$ cat src/rtl/key_step_conditioner.sv
// Synchronises and debounces a raw data switch and an active-low push-button for single-stepping an FSM.
// Optional auto-repeat while the button is held is enabled by defining KSC_AUTO_REPEAT_EN.
module key_step_conditioner #(
    parameter int DEBOUNCE_CYCLES = 250000,
    parameter int CNT_W           = 20,
    parameter int REPEAT_CYCLES   = 25000000,
    parameter int REP_W           = 25
) (
    input  logic clk,
    input  logic rst,
    input  logic btn_n,
    input  logic sw,
    output logic data,
    output logic step,
    output logic held
);

    localparam logic [CNT_W-1:0] CNT_MAX = CNT_W'(DEBOUNCE_CYCLES - 1);

    typedef enum logic [1:0] {
        IDLE         = 2'd0,
        PRESS_WAIT   = 2'd1,
        HELD         = 2'd2,
        RELEASE_WAIT = 2'd3
    } state_t;

    state_t           state, state_d;
    logic             btn_s1, btn_s2, sw_s1, sw_s2;
    logic [CNT_W-1:0] sw_cnt, btn_cnt, btn_cnt_d;
    logic             step_d;
    logic             vld1, vld2, armed;
    logic             p;

    assign p    = ~btn_s2;
    assign held = (state == HELD) || (state == RELEASE_WAIT);

    always_ff @(posedge clk or negedge rst) begin
        if (!rst) begin
            btn_s1 <= 1'b1;
            btn_s2 <= 1'b1;
            sw_s1  <= 1'b0;
            sw_s2  <= 1'b0;
        end else begin
            btn_s1 <= btn_n;
            btn_s2 <= btn_s1;
            sw_s1  <= sw;
            sw_s2  <= sw_s1;
        end
    end

    always_ff @(posedge clk or negedge rst) begin
        if (!rst) begin
            data   <= 1'b0;
            sw_cnt <= '0;
        end else if (sw_s2 == data) begin
            sw_cnt <= '0;
        end else if (sw_cnt == CNT_MAX) begin
            data   <= sw_s2;
            sw_cnt <= '0;
        end else begin
            sw_cnt <= sw_cnt + 1'b1;
        end
    end

    // A press is only allowed to step once the synchroniser has flushed and the
    // button has been seen released in IDLE, so a button held through reset never steps.
    always_ff @(posedge clk or negedge rst) begin
        if (!rst) begin
            vld1  <= 1'b0;
            vld2  <= 1'b0;
            armed <= 1'b0;
        end else begin
            vld1  <= 1'b1;
            vld2  <= vld1;
            armed <= armed | (vld2 & (state == IDLE) & ~p);
        end
    end

`ifdef KSC_AUTO_REPEAT_EN
    localparam logic [REP_W-1:0] REP_MAX = REP_W'(REPEAT_CYCLES - 1);
    logic [REP_W-1:0] rep_cnt, rep_cnt_d;

    always_ff @(posedge clk or negedge rst) begin
        if (!rst) rep_cnt <= '0;
        else      rep_cnt <= rep_cnt_d;
    end
`endif

    always_ff @(posedge clk or negedge rst) begin
        if (!rst) begin
            state   <= IDLE;
            btn_cnt <= '0;
            step    <= 1'b0;
        end else begin
            state   <= state_d;
            btn_cnt <= btn_cnt_d;
            step    <= step_d;
        end
    end

    always_comb begin
        state_d   = state;
        btn_cnt_d = btn_cnt;
        step_d    = 1'b0;
`ifdef KSC_AUTO_REPEAT_EN
        rep_cnt_d = '0;
`endif
        case (state)
            IDLE: begin
                if (p) begin
                    state_d   = PRESS_WAIT;
                    btn_cnt_d = '0;
                end
            end
            PRESS_WAIT: begin
                if (!p) begin
                    state_d   = IDLE;
                    btn_cnt_d = '0;
                end else if (btn_cnt == CNT_MAX) begin
                    state_d   = HELD;
                    btn_cnt_d = '0;
                    step_d    = armed;
                end else begin
                    btn_cnt_d = btn_cnt + 1'b1;
                end
            end
            HELD: begin
                if (!p) begin
                    state_d   = RELEASE_WAIT;
                    btn_cnt_d = '0;
                end
`ifdef KSC_AUTO_REPEAT_EN
                else if (rep_cnt == REP_MAX) begin
                    step_d = armed;
                end else begin
                    rep_cnt_d = rep_cnt + 1'b1;
                end
`endif
            end
            RELEASE_WAIT: begin
                // Bounce back to pressed resumes HELD without re-arming a step.
                if (p) begin
                    state_d   = HELD;
                    btn_cnt_d = '0;
                end else if (btn_cnt == CNT_MAX) begin
                    state_d   = IDLE;
                    btn_cnt_d = '0;
                end else begin
                    btn_cnt_d = btn_cnt + 1'b1;
                end
            end
        endcase
    end

endmodule
$ cat config.mk
export PLATFORM = sky130hd
export DESIGN_NAME = key_step_conditioner
export DESIGN_NICKNAME = d
export VERILOG_FILES = /design/src/rtl/key_step_conditioner.sv
export SDC_FILE = /design/constraint.sdc
export NUM_CORES = 1
export LEC_CHECK = 0
export BUFFER_PORTS_ARGS = -buffer_cell sky130_fd_sc_hd__buf_2
export CORE_ASPECT_RATIO = 0.7
export CORE_MARGIN = 4
export CORE_UTILIZATION = 45
export DETAILED_ROUTE_END_ITERATION = 16
export PLACE_DENSITY = 0.69
export SYNTH_ARGS = -nofsm -noshare
export SYNTH_HDL_FRONTEND = slang
export SYNTH_SLANG_ARGS = --single-unit
$ cat constraint.sdc
create_clock -name clk -period 4.5 [get_ports clk]
set_input_delay 0.225 -clock clk [delete_from_list [all_inputs] [get_ports clk]]
set_output_delay 0.225 -clock clk [all_outputs]
set_load 0.005 [all_outputs]
==> metrics, run 1 <==
number of clock sinks seen by CTS 51; fraction of final layout cells with drive strength greater than 1 12.3%; total negative setup slack 0 ns; max-cap check violation count 0; endpoints failing setup 0; number of DRC markers in iteration 0 111; Detailed Place HPWL 3300 um; total number of yosys warnings 0; total via count after detailed routing 1810; Core Rows 22; sequential share of the synthesized area 51.3%; power density relative to cell area 368 nW/um^2; core occupancy in the finished layout 50.2%; Area contributors post-synth dfrtp_1 49%, nand3_1 4.2%, xor2_1 4.2%, nor2_1 3.8%, o21ai_0 3.2%; area of the core 5310 um^2; result of the run completed; global routing usage on met3 2.99%; DR pass1 iterations 4; part of the total power dissipated in combinational logic 22.4%; share of the synthesized area in the top cell type 49.2%; final cell count without fillers 332; sum of overflow across all layers after global routing 0; total routing usage reported by global routing 14.6%; final worst-path cycle share 46.2%; Global Route met1 Usage 22.7%; die height 70.3 um; RSZ-0062 raised after global routing false; portion of total power attributed to the clock network 25.8%; Async SR Flop Fraction 100%; DR WL/cell 14.0 um; most used flip-flop cell after synthesis dfrtp_1; antenna cell count 0; Final Cell Area 2670 um^2; Hold Violations, Final 0; count of input and output buffers 6; maximum net fanout on the critical path 15; actual transition at the worst max-transition pin 1.03 ns; top cell types by occurrence after synthesis 49 x dfrtp_1, 25 x nor2_1, 21 x nand3_1; Final Critical Period 2.08 ns; Placer Congestion 0.798; worst IR drop on VDD 0.284 mV; total I/O pin count 7; Slew Limit Headroom 30.8%; Worst-Skew Late Latency 0.30 ns; routing layer with the top usage in global route met1; H-tree depth 2; summed instance area of the synthesized netlist 2490 um^2; Pint 0.661 mW; cell taking the most area after synthesis dfrtp_1; clock skew after layout 0.00441 ns; fin nets 265; required time of the critical path 4.70 ns; kind of critical path register to register; antenna violations before repair 0; total length of routed wires 4640 um; mean instance size in the synthesized netlist 9.93 um^2; synth unique cells 45; kind of path behind the tightest hold check input port to async pin; number of flops mapped to enable cells by yosys 0; count of nets left with antenna violations after detail routing 0; met2 track demand over resource in global routing 19.5%; via count of the first global-routing pass 1692; f_max 481 MHz; total placed cells including tap cells 323; power share of the sequential group 51.8%; synthesized instance count 251; Worst Setup End Kind register; final slew viol count 0; total leakage power 1.17 nW; die span in x 97.0 um; Area growth syn-to-layout 6.98%; most common cell in the synthesized netlist dfrtp_1; clock tree buffer depth 2; Starting Density 46.9%; syn nets 257; CP startpoint kind register; clock tree root buffer cell clkbuf_8; post-placement cell area 2570 um^2; CTS clk-pin slew, worst paths 0.09 ns; Post-route DRC 0; switching share of power 32.7%; post-CTS setup repair buffer count 0; CTS tree built; NetSw 0.321 mW; worst path arrival time 2.28 ns; FF+latch count, synth 51; clock buffers created by TritonCTS 5; Die ar. 6810 um^2; pin count of the biggest net entering global routing 52; number of vias per cell 5.45; wire length of the first global-routing pass 8070 um
## cells by family after synthesis
logic type,count (synthesis),share of synthesized area (%)
AOI/OAI and AO/OA,42,9.99
and+or+nand+nor,115,25.6
buffers and inverters,18,3.77
DFF,51,51.3
muxes,2,0.853
xor gates and xnor gates,20,7.33
adders and majority gates,2,1.00
other,1,0.150
## timing repair
item | in CTS | in global routing
gates resized for setup | 0 | 0
setup endpoints to repair | 0 | 0
endpoints found under the hold margin | 0 | 1
hold buffers | 0 | 1
## cells in the final DEF (no fill, tap or decap), drive strengths merged, types with 7 or more instances in the layout
| cell | n |
|---|---|
| dfrtp | 49 |
| nor2 | 25 |
| nand3 | 21 |
| o21ai | 21 |
| nand2 | 19 |
| xor2 | 12 |
| a21oi | 11 |
| and3 | 11 |
| inv | 10 |
| xnor2 | 8 |
| or3 | 8 |
| buf | 8 |
| nand4 | 7 |
## sequential cells by signal, indices dropped and copies added (netlist names), named ones only
name and cells:
btn_cnt 20, sw_cnt 20, armed 1, btn_s1 1, btn_s2 1, data 1
state 1, step 1, sw_s1 1, sw_s2 1, vld1 1, vld2 1
## critical path, stage by stage, from the launching register on
cell and delay (ns):
dfrtp_1 0.44, nor4b_1 0.36, nand4_1 0.21, o21ai_2 0.57, o21ai_1 0.15, a22o_1 0.24
## stage by stage
step                hold slack [ns]  setup slack, ns  power, mW
floorplan                   -0.0706             2.89      0.702
global placement              0.330             2.52      0.732
detailed placement            0.332             2.49      0.739
CTS                         0.00419             2.49      0.996
global route                 0.0181             2.22       1.05
finish                       0.0140             2.42      0.982
## worst paths after layout
kind | start | slack (ns) | depth (start not counted) | to
worst max-delay path | btn_cnt[18]$_DFFE_PN0P_ | 2.42 | 5 | btn_cnt[10]$_DFFE_PN0P_
worst min-delay path | rst | 0.01 | 2 | sw_cnt[0]$_DFF_PN0_
worst max register to register | btn_cnt[18]$_DFFE_PN0P_ | 2.42 | 5 | btn_cnt[10]$_DFFE_PN0P_
worst min register to register | btn_s1$_DFF_PN1_ | 0.36 | 0 | btn_s2$_DFF_PN1_
max in group asynchronous | rst | 4.07 | 2 | sw_cnt[5]$_DFF_PN0_
min in group clk | sw | 0.03 | 1 | sw_s1$_DFF_PN0_
## layout make-up
cell class / instances / area [um^2]
Fill cell: 487 / 2650
Clock buffer: 6 / 72.6
Sequential cell: 51 / 1280
Multi-Input combinational cell: 182 / 1120
Tap cell: 72 / 90.1
Clock inverter: 2 / 12.5
Inverter: 10 / 37.5
Timing Repair Buffer: 9 / 55.1
## routing by layer
metal / vias up / part of all wire (%) / routed length [um]
li1: 902 / - / -
met2: 28 / 42 / 1950
met4: 0 / 1.3 / 60
met5: - / 0 / 0
met1: 876 / 54 / 2480
met3: 4 / 3.1 / 143
## power groups by stage
stage	sequential (mW)	combinational (mW)	clock, mW
6_report	0.508	0.220	0.254
3_5_place_dp	0.517	0.222	0
5_1_grt	0.512	0.250	0.287
3_3_place_gp	0.516	0.216	0
2_1_floorplan	0.512	0.190	0
4_1_cts	0.508	0.223	0.265
(Power assumes the default switching activity.)
==> run 2: changes to the inputs <==
Clock period 4.5 ns to 2 ns, I/O delays scaled along.
==> metrics, run 2 (synthesis gave the netlist of run 1 again) <==
result of the run completed; most common cell after layout, fill and taps aside dfrtp_1; registers with the most flip-flops btn_cnt: 20 flops, sw_cnt: 20 flops; total I/O pin count 7; number of fillers in the final layout 496; total length of routed wires 4800 um; DR WL/cell 14.2 um; Worst Reg-to-Reg Cells 7; final slew viol count 0; clock tree buffer depth 2; Post-route DRC 0; max-cap check violation count 0; worst path arrival time 2.05 ns; clock buffers created by TritonCTS 5; total leakage power 1.21 nW; Final Cell Area 2760 um^2; actual transition at the worst max-transition pin 0.528 ns; DR pass1 iterations 4; total routing usage reported by global routing 15.3%; antenna violations before repair 0; part of the total power dissipated in combinational logic 23.0%; number of vias per cell 5.41; worst IR drop on VDD 0.699 mV; Area growth syn-to-layout 10.6%; kind of path behind the tightest hold check input port to async pin; end of the worst register-to-register path btn_cnt[13]$_DFFE_PN0P_; portion of total power attributed to the clock network 29.9%; CTS clk-pin slew, worst paths 0.10 ns; Reg-to-Reg Start btn_cnt[0]$_DFFE_PN0P_; Final Critical Period 1.83 ns; Starting Density 46.9%; power density relative to cell area 883 nW/um^2; CP startpoint kind register; switching share of power 31.5%; required time of the critical path 2.22 ns; Hold Violations, Final 0; fraction of final layout cells with drive strength greater than 1 15.0%; total negative setup slack 0 ns; CTS tree built; kind of critical path register to register; die span in x 97.0 um; Placer Congestion 0.859; NetSw 0.767 mW; number of clock sinks seen by CTS 51; final worst-path cycle share 91.6%; wire length of the first global-routing pass 8560 um; Detailed Place HPWL 3420 um; RSZ-0062 raised after global routing false; commonest non-fill, non-tap cells in the layout 49 x dfrtp_1, 25 x nor2_1, 21 x nand3_1; Worst Setup End Kind register; clock skew after layout 0.00611 ns; Core Rows 22; area of the core 5310 um^2; Slew Limit Headroom 64.6%; clock tree root buffer cell clkbuf_8; number of DRC markers in iteration 0 154; via count of the first global-routing pass 1793; endpoints failing setup 0; f_max 546 MHz; die height 70.3 um; power share of the sequential group 47.1%; H-tree depth 2; antenna cell count 0; pin count of the biggest net entering global routing 24; total power 2.43 mW; maximum net fanout on the critical path 11; count of nets left with antenna violations after detail routing 0; fin nets 272; sum of overflow across all layers after global routing 0; Die ar. 6810 um^2; post-placement cell area 2610 um^2; Pint 1.67 mW; Worst-Skew Late Latency 0.30 ns; total via count after detailed routing 1834; post-CTS setup repair buffer count 0; R2R Setup Slk 0.17 ns; count of input and output buffers 6
## run 2: changes by cell type in the layout (fill, tap and decap cells not counted), sizes merged
cell / delta
clkbuf: -1
clkinv: -1
dlygate4sd3: +2
buf: +5
bufinv: +1
inv: +1
## run 2: power by group through the flow
stage | logic (mW) | clock network, mW | registers (mW)
2_1_floorplan | 0.427 | 0 | 1.15
3_3_place_gp | 0.538 | 0 | 1.16
3_5_place_dp | 0.549 | 0 | 1.16
4_1_cts | 0.554 | 0.747 | 1.15
5_1_grt | 0.634 | 0.797 | 1.16
6_report | 0.559 | 0.728 | 1.15
## run 2: repair_timing
item | in CTS | in global routing
setup endpoints to repair | 0 | 5
hold buffers | 3 | 0
gates resized for setup | 0 | 2
endpoints found under the hold margin | 21 | 0
## run 2: how the worst max path moves through the flow
stage	start	end	slack, ns
4_1_cts	btn_s2$_DFF_PN1_	btn_cnt[13]$_DFFE_PN0P_	0.1
5_1_grt	sw_cnt[0]$_DFF_PN0_	sw_cnt[16]$_DFF_PN0_	0.04
3_3_place_gp	btn_s2$_DFF_PN1_	btn_cnt[14]$_DFFE_PN0P_	0.15
2_1_floorplan	btn_cnt[0]$_DFFE_PN0P_	btn_cnt[10]$_DFFE_PN0P_	0.39
6_report	btn_cnt[0]$_DFFE_PN0P_	btn_cnt[13]$_DFFE_PN0P_	0.17
3_5_place_dp	btn_s2$_DFF_PN1_	btn_cnt[13]$_DFFE_PN0P_	0.12
## run 2: layout make-up
type / instances / area (um^2) / share of cell area [%]
clock buffer: 5 / 68.8 / 2.50
clock inverter: 3 / 46.3 / 1.68
inverter: 10 / 37.5 / 1.36
multi-input combinational: 182 / 1120 / 40.7
sequential: 51 / 1280 / 46.4
tap: 72 / 90.1 / 3.27
timing repair buffer: 16 / 113 / 4.09
## run 2: per-stage QoR
| stage | utilization [%] | setup WS (ns) | std cells | hold slack, ns |
|---|---|---|---|---|
| finish | 51.9 | 0.169 | 339 | 0.298 |
| global route | 51.9 | 0.0408 | 339 | 0.334 |
| CTS | 51.8 | 0.0966 | 339 | 0.306 |
| detailed placement | 49.1 | 0.118 | 328 | 0.104 |
| global placement | 49.1 | 0.150 | 328 | 0.102 |
| floorplan | - | 0.388 | 251 | -0.196 |
## run 2: critical path: stages (launching register included)
cell and delay (ns):
dfrtp_1 0.41, ha_1 0.25, and3_2 0.27, nand4_1 0.14, o21ai_2 0.08, buf_4 0.18
or3_1 0.35, o21ai_0 0.09
## run 2: routing by layer
metal  share of wire, %  routed length, um  GRT usage, %
met1                 54               2610          23.9
met2                 41               1950          21.6
met3                4.6                220          3.49
met4               0.58                 28          2.80
met5                  0                  0             0
==> run 3: changes to the inputs <==
Settings changed: PLACE_DENSITY 0.69 to 0.71, SETUP_SLACK_MARGIN from default to 0.2.
Clock period 2 ns to 1.55 ns, I/O delays scaled along.
==> metrics, run 3 (synthesis gave the netlist of run 1 again) <==
result of the run finished, violations left; violations in the final reports negative setup slack; combined area of the multi-input logic cells 1510 um^2; clock skew after layout 0.0104 ns; count of nets left with antenna violations after detail routing 0; number of vias per cell 5.82; final worst-path cycle share 115%; sum of overflow across all layers after global routing 0; H-tree depth 2; kind of critical path register to register; Placer Congestion 0.841; Worst-Skew Late Latency 0.31 ns; total power 3.97 mW; number of fillers in the final layout 331; required time of the critical path 1.75 ns; DR WL/cell 19.3 um; Starting Density 46.9%; count of input and output buffers 6; number of clock sinks seen by CTS 51; via count of the first global-routing pass 2162; total negative setup slack -6.31 ns; Final Critical Period 1.78 ns; total I/O pin count 7; number of DRC markers in iteration 0 182; total via count after detailed routing 2402; CTS tree built; Die ar. 6810 um^2; Core Rows 22; kind of path behind the tightest hold check input port to async pin; registers with the most flip-flops btn_cnt: 20 flops, sw_cnt: 20 flops; Register Area 1280 um^2; Slew Limit Headroom 63.6%; antenna violations before repair 0; final slew viol count 0; total routing usage reported by global routing 20.2%; die span in x 97.0 um; area of the core 5310 um^2; Detailed Place HPWL 4010 um; post-layout worst setup margin -0.233 ns; CP startpoint kind register; fin nets 346; actual transition at the worst max-transition pin 0.547 ns; worst path arrival time 1.98 ns; clock buffers created by TritonCTS 5; Worst Setup End Kind register; fraction of final layout cells with drive strength greater than 1 51.3%; Post-route DRC 0; clock tree buffer depth 2; wire length of the first global-routing pass 11000 um; total length of routed wires 7980 um; core occupancy in the finished layout 73.1%; maximum net fanout on the critical path 12; max-cap check violation count 0; Hold Violations, Final 0; RSZ-0062 raised after global routing true; total leakage power 1.70 nW; antenna cell count 0; most common cell after layout, fill and taps aside buf_4; pin count of the biggest net entering global routing 23; power density relative to cell area 1020 nW/um^2; endpoints failing setup 39; f_max 561 MHz; DR pass1 iterations 5; Area growth syn-to-layout 55.8%; commonest non-fill, non-tap cells in the layout 58 x buf_4, 44 x dfrtp_1, 17 x buf_6; worst IR drop on VDD 0.753 mV; die height 70.3 um; CTS clk-pin slew, worst paths 0.10 ns; clock tree root buffer cell clkbuf_8
## run 3: cell count changes in the layout (fill, tap and decap cells not counted), sizes merged
cell	before	now
buf	13	87
inv	11	10
bufinv	1	2
## run 3: worst paths after layout
check / slack [ns] / startpoint / to / cells past startpoint
max in group asynchronous: 0.66 / rst / btn_s1$_DFF_PN1_ / 3
worst min register to register: 0.36 / vld1$_DFF_PN0_ / vld2$_DFF_PN0_ / 0
worst max register to register: -0.23 / btn_cnt[19]$_DFFE_PN0P_ / register / 5
worst max-delay path: -0.23 / btn_cnt[19]$_DFFE_PN0P_ / register / 5
min in group clk: 0.36 / vld1$_DFF_PN0_ / vld2$_DFF_PN0_ / 0
worst min-delay path: 0.28 / rst / sw_cnt[4]$_DFF_PN0_ / 2
## run 3: area by class of cell
| cell class | instances | area share, % |
|---|---|---|
| clock buffer | 5 | 1.77 |
| clock inverter | 3 | 1.74 |
| inverter | 10 | 0.966 |
| multi-input combinational | 182 | 38.8 |
| sequential | 51 | 33.1 |
| tap | 72 | 2.32 |
| timing repair buffer | 90 | 21.4 |
## run 3: report_power, final
group / switching [mW] / total, mW / internal (mW)
Combinational: 0.732 / 1.36 / 0.632
Clock: 0.489 / 1.13 / 0.644
Sequential: 0.0742 / 1.48 / 1.40
## run 3: what timing repair did
| action | in CTS | in global routing |
|---|---|---|
| cloned | 3 | 0 |
| setup buffers | 18 | 12 |
| endpoints found under the hold margin | 21 | 0 |
| pin swaps | 21 | 21 |
| gates resized for setup | 38 | 69 |
| endpoints found under the setup margin | 44 | 44 |
| hold buffers | 3 | 0 |
## run 3: metal layers
metal / GRT usage (%) / wire (um) / vias up
met5: 0 / 0 / -
met4: 4.67 / 167 / 0
met3: 4.69 / 460 / 19
met2: 29.3 / 3900 / 101
met1: 30.5 / 3450 / 1219
li1: - / - / 1063
## run 3: metrics by stage
stage	instances	hold WS, ns	worst slack, ns	instance area [um^2]
final	413	0.276	-0.233	3880
after global routing	413	0.334	-0.316	3880
after CTS	401	0.281	-0.172	3500
after detailed placement	369	0.0748	-0.381	2970
after global placement	369	0.0734	-0.419	2970
after floorplan	251	-0.218	-0.0298	2530
## run 3: critical path, stage by stage (launching register included)
cell and delay, ns:
dfrtp_1 0.43, nor4b_4 0.31, nand4_1 0.27, o21a_2 0.39, o21ai_0 0.19, o31ai_1 0.09
